File: src/rtl/fir_pkg.sv
// Shared state encoding, default geometry and sizing helpers for the FIR
// front-end sequencer.
package fir_pkg;

  localparam int DEF_X_N_SIZE     = 6;
  localparam int DEF_TAP_SIZE     = 2;
  localparam int DEF_NBR_OF_TAPS  = 8;
  localparam int DEF_SETUP_CYCLES = 4;
  localparam int DEF_IDLE_TIMEOUT = 8;

  typedef enum logic [2:0] {
    WAIT_SETUP = 3'd0,
    IDLE       = 3'd1,
    STREAM     = 3'd2,
    CONFIG     = 3'd3,
    GAP        = 3'd4
  } seq_state_t;

  // Words needed to carry every tap, rounding a partial last word up.
  function automatic int cfg_words_calc(input int taps, input int tap_size, input int word_size);
    return (taps * tap_size + word_size - 1) / word_size;
  endfunction

  function automatic int ctr_width(input int max_val);
    return (max_val < 1) ? 1 : $clog2(max_val + 1);
  endfunction

  localparam int DEF_CFG_WORDS = cfg_words_calc(DEF_NBR_OF_TAPS, DEF_TAP_SIZE, DEF_X_N_SIZE);

endpackage

File: src/rtl/sat_counter.sv
// Saturating up-counter with synchronous clear and a terminal-count flag;
// it holds at MAX so a long-held enable can never wrap it.
module sat_counter
  import fir_pkg::*;
#(
  parameter int MAX   = 1,
  parameter int WIDTH = ctr_width(MAX)
) (
  input  logic             clk,
  input  logic             reset,
  input  logic             clr,
  input  logic             en,
  output logic [WIDTH-1:0] count,
  output logic             tc
);

  assign tc = (count == WIDTH'(MAX));

  // Count register: clear wins over enable, increment stops at MAX.
  always_ff @(posedge clk) begin
    if (reset) begin
      count <= {WIDTH{1'b0}};
    end else if (clr) begin
      count <= {WIDTH{1'b0}};
    end else if (en && !tc) begin
      count <= count + WIDTH'(1'b1);
    end else begin
      count <= count;
    end
  end

endmodule

File: src/rtl/fir_seq_ctrl.sv
// Front-end sequencer for the FIR datapath: turns a mode-tagged word stream
// into FIR-legal x_n / tvalid / set_coeffs sequencing with registered outputs.
module fir_seq_ctrl
  import fir_pkg::*;
#(
  parameter int X_N_SIZE     = DEF_X_N_SIZE,
  parameter int TAP_SIZE     = DEF_TAP_SIZE,
  parameter int NBR_OF_TAPS  = DEF_NBR_OF_TAPS,
  parameter int CFG_WORDS    = cfg_words_calc(NBR_OF_TAPS, TAP_SIZE, X_N_SIZE),
  parameter int SETUP_CYCLES = DEF_SETUP_CYCLES,
  parameter int IDLE_TIMEOUT = DEF_IDLE_TIMEOUT
) (
  input  logic                clk,
  input  logic                reset,
  input  logic                in_valid,
  input  logic                in_mode,
  input  logic [X_N_SIZE-1:0] in_data,
  output logic                in_ready,
  output logic [X_N_SIZE-1:0] fir_x_n,
  output logic                fir_tvalid,
  output logic                fir_set_coeffs,
  output logic                cfg_done,
  output logic                cfg_err,
  output logic                busy
);

  localparam int SETUP_W = ctr_width(SETUP_CYCLES - 1);
  localparam int IDLE_W  = ctr_width(IDLE_TIMEOUT);
  localparam int WORD_W  = ctr_width(CFG_WORDS);

  seq_state_t          state_r;
  seq_state_t          next_state_s;
  logic [X_N_SIZE-1:0] stash_r;
  logic [X_N_SIZE-1:0] x_n_s;
  logic                tvalid_s;
  logic                set_coeffs_s;
  logic                done_s;
  logic                err_s;
  logic                ready_s;
  logic                stash_ld_s;
  logic                word_en_s;
  logic                in_fire_s;
  logic                setup_tc_s;
  logic                idle_tc_s;
  logic                word_tc_s;
  logic [SETUP_W-1:0]  setup_count_unused_s;
  logic [IDLE_W-1:0]   idle_count_unused_s;
  logic [WORD_W-1:0]   word_count_s;

  assign in_fire_s = in_valid && in_ready;

  // Setup counter: the last of SETUP_CYCLES edges is the one that sees tc.
  sat_counter #(.MAX(SETUP_CYCLES - 1), .WIDTH(SETUP_W)) u_setup_cnt (
    .clk   (clk),
    .reset (reset),
    .clr   (state_r != WAIT_SETUP),
    .en    (state_r == WAIT_SETUP),
    .count (setup_count_unused_s),
    .tc    (setup_tc_s)
  );

  sat_counter #(.MAX(IDLE_TIMEOUT), .WIDTH(IDLE_W)) u_idle_cnt (
    .clk   (clk),
    .reset (reset),
    .clr   ((next_state_s != STREAM) || in_fire_s),
    .en    ((state_r == STREAM) && !in_fire_s),
    .count (idle_count_unused_s),
    .tc    (idle_tc_s)
  );

  sat_counter #(.MAX(CFG_WORDS), .WIDTH(WORD_W)) u_word_cnt (
    .clk   (clk),
    .reset (reset),
    .clr   (next_state_s != CONFIG),
    .en    (word_en_s),
    .count (word_count_s),
    .tc    (word_tc_s)
  );

  // State register.
  always_ff @(posedge clk) begin
    if (reset) begin
      state_r <= WAIT_SETUP;
    end else begin
      state_r <= next_state_s;
    end
  end

  // Next-state and next-output decode; every path leaves both FIR controls
  // low for a cycle before the other one may rise.
  always_comb begin
    next_state_s = state_r;
    x_n_s        = {X_N_SIZE{1'b0}};
    tvalid_s     = 1'b0;
    set_coeffs_s = 1'b0;
    done_s       = 1'b0;
    err_s        = 1'b0;
    stash_ld_s   = 1'b0;
    word_en_s    = 1'b0;
    case (state_r)
      WAIT_SETUP: begin
        if (setup_tc_s) begin
          next_state_s = IDLE;
        end else begin
          next_state_s = WAIT_SETUP;
        end
      end
      IDLE: begin
        if (in_fire_s && in_mode) begin
          next_state_s = CONFIG;
          x_n_s        = in_data;
          set_coeffs_s = 1'b1;
          word_en_s    = 1'b1;
        end else if (in_fire_s) begin
          next_state_s = STREAM;
          x_n_s        = in_data;
          tvalid_s     = 1'b1;
        end else begin
          next_state_s = IDLE;
        end
      end
      STREAM: begin
        if (in_fire_s && in_mode) begin
          next_state_s = GAP;
          stash_ld_s   = 1'b1;
        end else if (in_fire_s) begin
          next_state_s = STREAM;
          x_n_s        = in_data;
          tvalid_s     = 1'b1;
        end else if (idle_tc_s) begin
          next_state_s = IDLE;
        end else begin
          // Zero-stuff: tvalid must stay high or the FIR flushes its delay line.
          next_state_s = STREAM;
          tvalid_s     = 1'b1;
        end
      end
      GAP: begin
        next_state_s = CONFIG;
        x_n_s        = stash_r;
        set_coeffs_s = 1'b1;
        word_en_s    = 1'b1;
      end
      CONFIG: begin
        if (word_tc_s) begin
          next_state_s = IDLE;
          done_s       = 1'b1;
        end else if (in_fire_s && in_mode) begin
          next_state_s = CONFIG;
          x_n_s        = in_data;
          set_coeffs_s = 1'b1;
          word_en_s    = 1'b1;
        end else if (in_fire_s) begin
          next_state_s = IDLE;
          err_s        = 1'b1;
        end else begin
          next_state_s = CONFIG;
        end
      end
      default: begin
        next_state_s = WAIT_SETUP;
      end
    endcase
  end

  // Ready decode; CONFIG stops accepting once the final word has gone out.
  always_comb begin
    ready_s = 1'b0;
    case (next_state_s)
      IDLE, STREAM: begin
        ready_s = 1'b1;
      end
      CONFIG: begin
        if (word_en_s && (word_count_s == WORD_W'(CFG_WORDS - 1))) begin
          ready_s = 1'b0;
        end else begin
          ready_s = 1'b1;
        end
      end
      default: begin
        ready_s = 1'b0;
      end
    endcase
  end

  // Holds the config word that arrived mid-stream across the GAP cycle.
  always_ff @(posedge clk) begin
    if (reset) begin
      stash_r <= {X_N_SIZE{1'b0}};
    end else if (stash_ld_s) begin
      stash_r <= in_data;
    end else begin
      stash_r <= stash_r;
    end
  end

  // Output registers.
  always_ff @(posedge clk) begin
    if (reset) begin
      in_ready       <= 1'b0;
      fir_x_n        <= {X_N_SIZE{1'b0}};
      fir_tvalid     <= 1'b0;
      fir_set_coeffs <= 1'b0;
      cfg_done       <= 1'b0;
      cfg_err        <= 1'b0;
      busy           <= 1'b1;
    end else begin
      in_ready       <= ready_s;
      fir_x_n        <= x_n_s;
      fir_tvalid     <= tvalid_s;
      fir_set_coeffs <= set_coeffs_s;
      cfg_done       <= done_s;
      cfg_err        <= err_s;
      busy           <= (next_state_s != IDLE);
    end
  end

endmodule

File: config.mk
export PLATFORM = sky130hd
export DESIGN_NAME = fir_seq_ctrl
export DESIGN_NICKNAME = d
export VERILOG_FILES = /design/src/rtl/fir_pkg.sv /design/src/rtl/sat_counter.sv /design/src/rtl/fir_seq_ctrl.sv
export SDC_FILE = /design/constraint.sdc
export NUM_CORES = 1
export LEC_CHECK = 0
export ABC_AREA = 1
export BUFFER_PORTS_ARGS = -buffer_cell sky130_fd_sc_hd__buf_2
export CAP_MARGIN = 30
export CORE_MARGIN = 8
export CORE_UTILIZATION = 49
export DETAILED_ROUTE_END_ITERATION = 7
export GPL_ROUTABILITY_DRIVEN = 0
export MAX_ROUTING_LAYER = met4
export PLACE_DENSITY_LB_ADDON = 0.25
export SLEW_MARGIN = 20
export SYNTH_ARGS = -nofsm -noshare
export SYNTH_HDL_FRONTEND = slang
export SYNTH_HIERARCHICAL = 1
export SYNTH_SLANG_ARGS = --single-unit
File: constraint.sdc
create_clock -name clk -period 2.8 [get_ports clk]
set_input_delay 0.14 -clock clk [delete_from_list [all_inputs] [get_ports clk]]
set_output_delay 0.14 -clock clk [all_outputs]
set_load 0.01 [all_outputs]
# Word-level counts from Yosys, hierarchy flattened
# Cells that the tools add are included.
[classes] eq_ne=14 bitwise_logic=1 mux=29 reduce_logical=20 n_addsub=3
[ops] op="2-to-1 mux 6 bit" count=5
[ops] op="case mux 6 bit (4 select lines)" count=1
[ops] op="case mux 3 bit (5 select lines)" count=1
[ops] op="2-to-1 mux 2 bit" count=7
[ops] op="== test 3 x 2 -> 1 bit, second input constant" count=4
[ops] op="2-to-1 mux 1 bit" count=11
[ops] op="OR reduction 2 bit" count=5
[ops] op="logical AND 1 bit" count=7
[ops] op="== test 2 bit, second input constant" count=3
[ops] op="== test 3 x 1 -> 1 bit, second input constant" count=2
[ops] op="inequality test 3 x 2 -> 1 bit, second input constant" count=2
[ops] op="adder 2 x 1 -> 2 bit, second input constant" count=2
[ops] op="adder 4 x 1 -> 4 bit, second input constant" count=1
[ops] op="== test 4 bit, second input constant" count=1
[ops] op="zero test 1 bit" count=4
[ops] op="case mux 1 bit (2 select lines)" count=2
[ops] op="== test 3 bit, second input constant" count=1
[ops] op="zero test 3 bit" count=1
[ops] op="2-to-1 mux 3 bit" count=1
[ops] op="inequality test 3 x 1 -> 1 bit, second input constant" count=1
[ops] op="case mux 1 bit (3 select lines)" count=1
[ops] op="nonzero test 3 bit" count=1
[ops] op="OR reduction 3 bit" count=1
[ops] op="logical OR 1 bit" count=1
[ops] op="NOT 1 bit" count=1
[totals] word_cells=79 in_bits=10 out_inout_bits=12 register_bits=29

# Logic depth before layout (Yosys ltp)
# Gate-level depths: netlist (run 1).
[logic_depth] word_depth=8 depth_mapped=13 ltp_nobuf=13

# Hierarchy
# Netlist (run 1), hierarchy kept.
[modules_own_cells] mod="fir_seq_ctrl" seq_area_each_um2=420.4 area_each_um2=959.7 instances=1 cells_per_inst=130
[modules_own_cells] mod="sat_counter at u_idle_cnt" seq_area_each_um2=80.1 area_each_um2=224.0 instances=1 cells_per_inst=33
[modules_own_cells] mod="sat_counter at u_setup_cnt ..." seq_area_each_um2=40.0 area_each_um2=106.4 instances=2 cells_per_inst=16

# Worst setup path after synthesis (run 1)
# Ideal clock, no wire load.
[synth_timing] path_type="reg-to-reg" from="register u_idle_cnt.count[0]" to="register u_idle_cnt.count[2]" n_path_buf=0 synth_period_minus_slack_ns=1.603 path_stages_with_launch=14 required_ns=2.736 setup_ns=0.064 arrival_ns=1.539 slack_ns=1.197 cell_sequence="dfxtp_1 > inv_1 > ha_1 > nand3_2 > inv_1 > nand2_1 > nand2_1 > nor2_1 > nor2_1 > nand2_2 > nand3_1 > nor2_1 > nand2_1 > nor2_1"
[synth_between] elab_chain_cells=8 word_cells_on_any_way=11 classes_between="1 x add/sub; 2 x eq/ne; 4 x mux; 4 x reduce/logical"
[synth_lines] item="from (decl)" line_no="sat_counter.sv:13" text="output logic [WIDTH-1:0] count,"
[synth_lines] item="from (signal assigned)" line_no="sat_counter.sv:22" text="count <= {WIDTH{1'b0}};"
[synth_lines] item="from (signal assigned)" line_no="sat_counter.sv:24" text="count <= {WIDTH{1'b0}};"
[synth_lines] item="from (signal assigned)" line_no="sat_counter.sv:26" text="count <= count + WIDTH'(1'b1);"
[synth_lines] item="== test 4 bit *" line_no="sat_counter.sv:17" text="assign tc = (count == WIDTH'(MAX));"
[synth_lines] item="net idle_tc_s" line_no="fir_seq_ctrl.sv:44" text="logic idle_tc_s;"
[synth_lines] item="2-to-1 mux 2 bit" line_no="fir_seq_ctrl.sv:130" text="end else if (idle_tc_s) begin"
[synth_lines] item="2-to-1 mux 2 bit" line_no="fir_seq_ctrl.sv:126" text="end else if (in_fire_s) begin"
[synth_lines] item="2-to-1 mux 3 bit" line_no="fir_seq_ctrl.sv:123" text="if (in_fire_s && in_mode) begin"
[synth_lines] item="case mux 3 bit (5 select lines)" line_no="fir_seq_ctrl.sv:100" text="case (state_r)"
[synth_lines] item="inequality test 3 x 2 -> 1 bit" line_no="fir_seq_ctrl.sv:65" text=".clr ((next_state_s != STREAM) || in_fire_s),"
[synth_lines] item="logical OR 1 bit" line_no="fir_seq_ctrl.sv:65"
[synth_lines] item="OR reduction 2 bit (no line)"
# The timed path passes the listed nets; every way through them passes the cells marked *.
# A chain may end at the register's enable or synchronous reset.

# Final worst setup path (run 1)
# Same ends and word-level chain as after synthesis.

==> results of run 1 <==
## state kept, by name, summed over array words and instances, names as in the netlist
name and count:
cfg_err 1, u_word_cnt/count 2, fir_tvalid 1, cfg_done 1, stash_r 6, in_ready 1
u_setup_cnt/count 2, fir_set_coeffs 1, fir_x_n 6, state_r 3, busy 1, u_idle_cnt/count 4
## synthesized netlist by cell type (2+ instances only)
library cell / instances / area [um2]
a211oi_1: 2 / 15.0
a21oi_1: 9 / 45.0
a21oi_2: 4 / 35.0
a31oi_1: 2 / 12.5
clkbuf_1: 2 / 7.51
dfxtp_1: 29 / 581
ha_1: 4 / 50.1
inv_1: 23 / 86.3
inv_2: 2 / 7.51
nand2_1: 38 / 143
nand2_2: 6 / 37.5
nand3_1: 16 / 80.1
nor2_1: 38 / 143
nor2_2: 8 / 50.1
nor2_4: 4 / 45.0
nor3_1: 3 / 15.0
## layout make-up
type / instances / area share, %
clock buffers: 6 / 2.63
clock inverters: 2 / 0.636
inverters: 25 / 5.97
multi-input cells: 138 / 44.7
flip-flops and latches: 29 / 36.9
well taps: 31 / 2.47
repair buffers: 21 / 6.68
## per-stage QoR
step,cells,area [um2]
global placement,244,1520
detailed placement,244,1520
CTS,252,1570
finish,252,1570
global route,252,1570
floorplan,195,1400
## per-layer routing
layer	routed length [um]	GRT usage, %
met3	228	4.43
met2	1180	17.6
met5	0	-
met1	1230	12.7
met4	14	6.15
## kinds of logic after synthesis
| kind of cell | share of synthesized area [%] |
|---|---|
| compound gates | 8.06 |
| buf+inv | 8.06 |
| simple gates | 38.7 |
| flops | 41.6 |
| fa+ha+maj | 3.58 |
## critical path, delay by kind of cell (launching register included)
| family | cells | cell delay (ps) |
|---|---|---|
| and+or+nand+nor | 10 | 1060 |
| DFF | 1 | 400 |
| adders and majority gates | 1 | 210 |
| buffers and inverters | 2 | 110 |
## path summary, 6_finish.rpt
| kind | from | end | cells past startpoint |
|---|---|---|---|
| hold / removal | in_data[4] | fir_x_n[4]$_SDFF_PP0_ | 3 |
| setup reg to reg | u_idle_cnt/count[0]$_SDFFE_PP0P_ | u_idle_cnt/count[2]$_SDFFE_PP0P_ | 13 |
| setup / recovery | u_idle_cnt/count[0]$_SDFFE_PP0P_ | u_idle_cnt/count[2]$_SDFFE_PP0P_ | 13 |
| hold reg to reg | stash_r[5]$_SDFFE_PP0P_ | stash_r[5]$_SDFFE_PP0P_ | 2 |
## power groups by stage
stage          registers (mW)  logic [mW]  clock network, mW
2_1_floorplan           0.458      0.0942                  0
3_3_place_gp            0.458       0.127                  0
3_5_place_dp            0.457       0.128                  0
4_1_cts                 0.448       0.131              0.249
5_1_grt                 0.450       0.152              0.269
6_report                0.448       0.130              0.240
==> impl_metrics.tcl, run 1 <==
set metrics [dict create \
    run_status "complete, no violations" \
    dpl.hpwl_um 1910 \
    final_cell_mix "38 x nand2_1, 38 x nor2_1, 29 x dfxtp_1, 23 x inv_1, 21 x buf_2" \
    period_share_pct 65.3 \
    internal_power_mw 0.576 \
    finalSetupViolations 0 \
    fmax_mhz 547 \
    num_io_pins 22 \
    grt_overflow 0 \
    avgSynthCellArea_um2 7.16 \
    hold_viol_final 0 \
    rsz0062_at_grt "no" \
    clk_pin_slew_worst_paths_ps 90 \
    htree_levels 2 \
    cts_tree "done" \
    regArea_um2 581 \
    cts_hold_repair.buffers 0 \
    fin_ws_ps 971 \
    pwr-share-seq_pct 54.8 \
    cts_setup_buffers 0 \
    ys_warn_count 6 \
    dieArea_um2 4810 \
    multi_input_area_um2 703 \
    fin_hold_ws_ps 63.4 \
    placementRows 19 \
    routed_via_density 4.82 \
    crit_fanout 5 \
    first_pass_iters 4 \
    slew_viol_final 0 \
    vias 1214 \
    syn2layout_area_growth_pct 12.6 \
    io_buffer_count 21 \
    synth_nets 209 \
    worst_pin_slew_ps 470 \
    fin_util_pct 57.5 \
    sw_frac_of_total_pct 29.7 \
    end_kind "flop" \
    clock_sinks 29 \
    power_mw 0.818 \
    die_h_um 69.4 \
    required_ps 3070 \
    grt_max_degree 25 \
    combPwrFrac_pct 15.9 \
    power-per-cell-area_nw_per_um2 520 \
    finalNetCount 234 \
    root_buffer "clkbuf_4" \
    power.leakage_nw 0.669 \
    arrival_ps 2100 \
    ys_ff_latch 29 \
    max_cap_viol_count 0 \
    synth_edf_count 0 \
    drcViolationCount 0 \
    critical_path.cell_chain "inv_1, ha_1, nand3_2, inv_1, nand2_1, nand2_1, nor2_1, nor2_1, nand2_2, nand3_1, nor2_1, nand2_1, nor2_1" \
    clkLatencyLatePin_ps 320 \
    initial_utilization_pct 51.1 \
    die_x_um 69.4 \
    synth_top_flop_cell "dfxtp_1" \
    criticalPathCategory "reg2reg" \
    finClkSkew_ps 6.51 \
    irDropWorstVdd_v 0.000354 \
    syn_area_um2 1400 \
    grt_pass1_wl_um 4540 \
    grt_pass1_vias 1085 \
    grt_usage_pct 11.5 \
    layout-drive-gt1-share_pct 24.4 \
    clk_path_buf_depth 2 \
    diodes 0 \
    cp_common_cell "nor2_1" \
    synth-async-reset-ratio_pct 0 \
    core-area_um2 2730 \
    dp_slack_ps 974 \
    clock_power_share_pct 29.4 \
    wirelength_um 2660 \
    p_sw_mw 0.243 \
    ys_seq_area_share_pct 41.6 \
    crit_path_max_incr_delay_ps 400 \
    cts_resized 0 \
    synth_cells 195 \
    fin_setup_tns_ps 0 \
    drtAntennaViolNets 0 \
    slew_headroom_pct 68.6 \
    r2r_setup_slack_ps 970 \
    critPathSlowestCell "dfxtp_1" \
    filler_cell_count 266 \
    critPathLaunchType "flop" \
    post_drt_wl_per_cell_um 10.5 \
    min_period_ps 1830 \
    drt_iter0_drc 60 \
    synth_cell_types 21 \
    antenna_found_initial 0 \
    cts_buffers 5 \
    min_path_type "in2reg" \
]
(Power assumes the default switching activity.)
==> run 2: changes to the inputs <==
- ABC_AREA: 1 -> 0
- clock period: 2.8 -> 1.7 ns (I/O delays scaled with it)
==> impl_metrics.tcl, run 2 <==
set metrics [dict create \
    root_buffer "clkbuf_4" \
    ys_ff_latch 29 \
    grt_usage_pct 15.3 \
    die_h_um 69.5 \
    grt_max_degree 22 \
    placementRows 19 \
    fin_setup_tns_ps -1450 \
    met1_usage_pct 16.1 \
    synth_most_common_cell "dfxtp_1" \
    htree_levels 2 \
    diodes 0 \
    finish.instance_area_um2 1960 \
    power.leakage_nw 0.796 \
    antenna_found_initial 0 \
    routed_via_density 5.47 \
    hold_viol_final 0 \
    ys_seq_area_share_pct 41.4 \
    clk_pin_slew_worst_paths_ps 80 \
    syn2layout_area_growth_pct 39.9 \
    rsz0062_at_grt "yes" \
    clk_path_buf_depth 2 \
    clkLatencyLatePin_ps 320 \
    filler_cell_count 206 \
    dieArea_um2 4830 \
    yosys-top-cells-count "29 x dfxtp_1, 12 x nand2_1, 11 x nor2_1, 8 x mux2i_1" \
    io_buffer_count 21 \
    first_pass_iters 4 \
    irDropWorstVdd_v 0.000585 \
    syn_area_um2 1400 \
    fmax_mhz 511 \
    synth_cells 150 \
    worst_pin_slew_ps 479 \
    end_kind "flop" \
    clock_sinks 29 \
    post-synth-top-area-cell "dfxtp_1" \
    clock_power_share_pct 26.3 \
    synth_area_leaders "dfxtp_1 41%, mux2i_1 5.7%, ha_1 3.6%, nand2_1 3.2%, o211ai_1 3.2%" \
    post_drt_wl_per_cell_um 15.1 \
    cts_hold_repair.buffers 0 \
    synth_top_flop_cell "dfxtp_1" \
    critPathLaunchType "flop" \
    finalSetupViolations 8 \
    violations "setup timing" \
    final_common_cell "buf_4" \
    crit_fanout 7 \
    r2r_setup_slack_ps -260 \
    slew_headroom_pct 68.0 \
    p_sw_mw 0.443 \
    grt_pass1_vias 1314 \
    dpl.hpwl_um 2660 \
    sw_frac_of_total_pct 28.1 \
    core-area_um2 2730 \
    required_ps 1960 \
    synth_nets 164 \
    grt_pass1_wl_um 5940 \
    use_met3_pct 5.01 \
    vias 1307 \
    min_period_ps 1960 \
    drtAntennaViolNets 0 \
    die_x_um 69.5 \
    period_share_pct 115 \
    min_path_type "in2reg" \
    cts_tree "done" \
    internal_power_mw 1.14 \
    synth_cell_types 47 \
    final_cell_mix "36 x buf_4, 25 x dfxtp_1, 21 x buf_2, 12 x nand2_1, 10 x nor2_1" \
    finalNetCount 222 \
    grt_overflow 0 \
    fin_hold_ws_ps 18.9 \
    dp_slack_ps -284 \
    power-per-cell-area_nw_per_um2 805 \
    layout-drive-gt1-share_pct 49.0 \
    fin_util_pct 71.8 \
    reg_top3 "fir_x_n (6), stash_r (6), u_idle_cnt/count (4)" \
    wirelength_um 3610 \
    drt_iter0_drc 69 \
    pwr-share-seq_pct 47.3 \
    grt-busiest-layer "met2" \
    finClkSkew_ps 3.07 \
    combPwrFrac_pct 26.4 \
    avgSynthCellArea_um2 9.35 \
    fin_ws_ps -258 \
    initial_utilization_pct 51.3 \
    arrival_ps 2210 \
    grtUsageMet2_pct 24.8 \
    criticalPathCategory "reg2reg" \
    num_io_pins 22 \
    max_cap_viol_count 0 \
    crit_path_max_incr_delay_ps 550 \
    synth_top_area_share_pct 41.4 \
    critPathSlowestCell "or4_1" \
    synth_edf_count 0 \
    run_status "finished, violations left" \
    ys_warn_count 6 \
    critical_path.cell_chain "or4_1, nand2_1, nor3_2, or4_4, nor2_4, a21boi_2" \
    drcViolationCount 0 \
    slew_viol_final 0 \
    placedInstanceArea_um2 1810 \
    synth-async-reset-ratio_pct 0 \
    cts_buffers 5 \
]
[run 2: cell count changes in the layout (fill, tap and decap cells not counted), moves of 7 or more]
cell,change
nand3_1,-12
nor2_1,-28
inv_1,-18
buf_4,+36
nor2_2,-7
nand2_1,-26
mux2i_1,+8
[run 2: layout make-up]
type / count / area, um2 / share of cell area (%)
clock buffer: 7 / 55.1 / 2.81
inverter: 8 / 30.0 / 1.53
multi-input combinational: 105 / 846 / 43.1
sequential: 29 / 586 / 29.8
tap: 31 / 38.8 / 1.98
timing repair buffer: 59 / 407 / 20.7
[run 2: through the flow]
step	std cells	power, mW
floorplan	150	0.965
global placement	227	1.11
detailed placement	227	1.13
CTS	238	1.59
global route	239	1.66
finish	239	1.58
[run 2: power groups by stage]
stage	Combinational [mW]	Clock, mW	Sequential, mW
2_1_floorplan	0.204	0	0.761
3_3_place_gp	0.355	0	0.759
3_5_place_dp	0.365	0	0.761
4_1_cts	0.413	0.426	0.747
5_1_grt	0.446	0.459	0.752
6_report	0.417	0.416	0.747
[run 2: metal layers]
layer	vias to the layer above	share of wire, %
li1	644	-
met1	617	42
met2	33	49
met3	13	5.6
met4	0	3.6
met5	-	0
[run 2: path summary, 6_finish.rpt]
kind / from / to / cells past startpoint
setup / recovery: state_r[2]$_SDFF_PP0_ / u_idle_cnt/count[1]$_SDFFE_PP0P_ / 6
hold reg to reg: stash_r[2]$_SDFFE_PP0P_ / fir_x_n[2]$_SDFF_PP0_ / 2
setup reg to reg: state_r[2]$_SDFF_PP0_ / u_idle_cnt/count[1]$_SDFFE_PP0P_ / 6
hold / removal: in_data[2] / stash_r[2]$_SDFFE_PP0P_ / 3
[run 2: logic make-up after synthesis]
family,synth area share [%]
AND/OR/NAND/NOR,27.7
AO/OA/AOI/OAI,14.5
flip-flops,41.4
buffers and inverters,5.35
multiplexers,5.71
adder cells (fa/ha/maj),3.57
XOR/XNOR,1.87
[run 2: timing repair]
item | CTS | global route
endpoints found under the setup margin | 7 | 13
pin swaps | 7 | 3
setup buffers | 4 | 2
endpoints found under the hold margin | 0 | 0
resized for setup | 13 | 3
[run 2: worst max-delay path: cells and delay by family (launching register included)]
kind            cells  cell delay [ps]
simple gates        5             1330
flops               1              390
compound gates      1              160
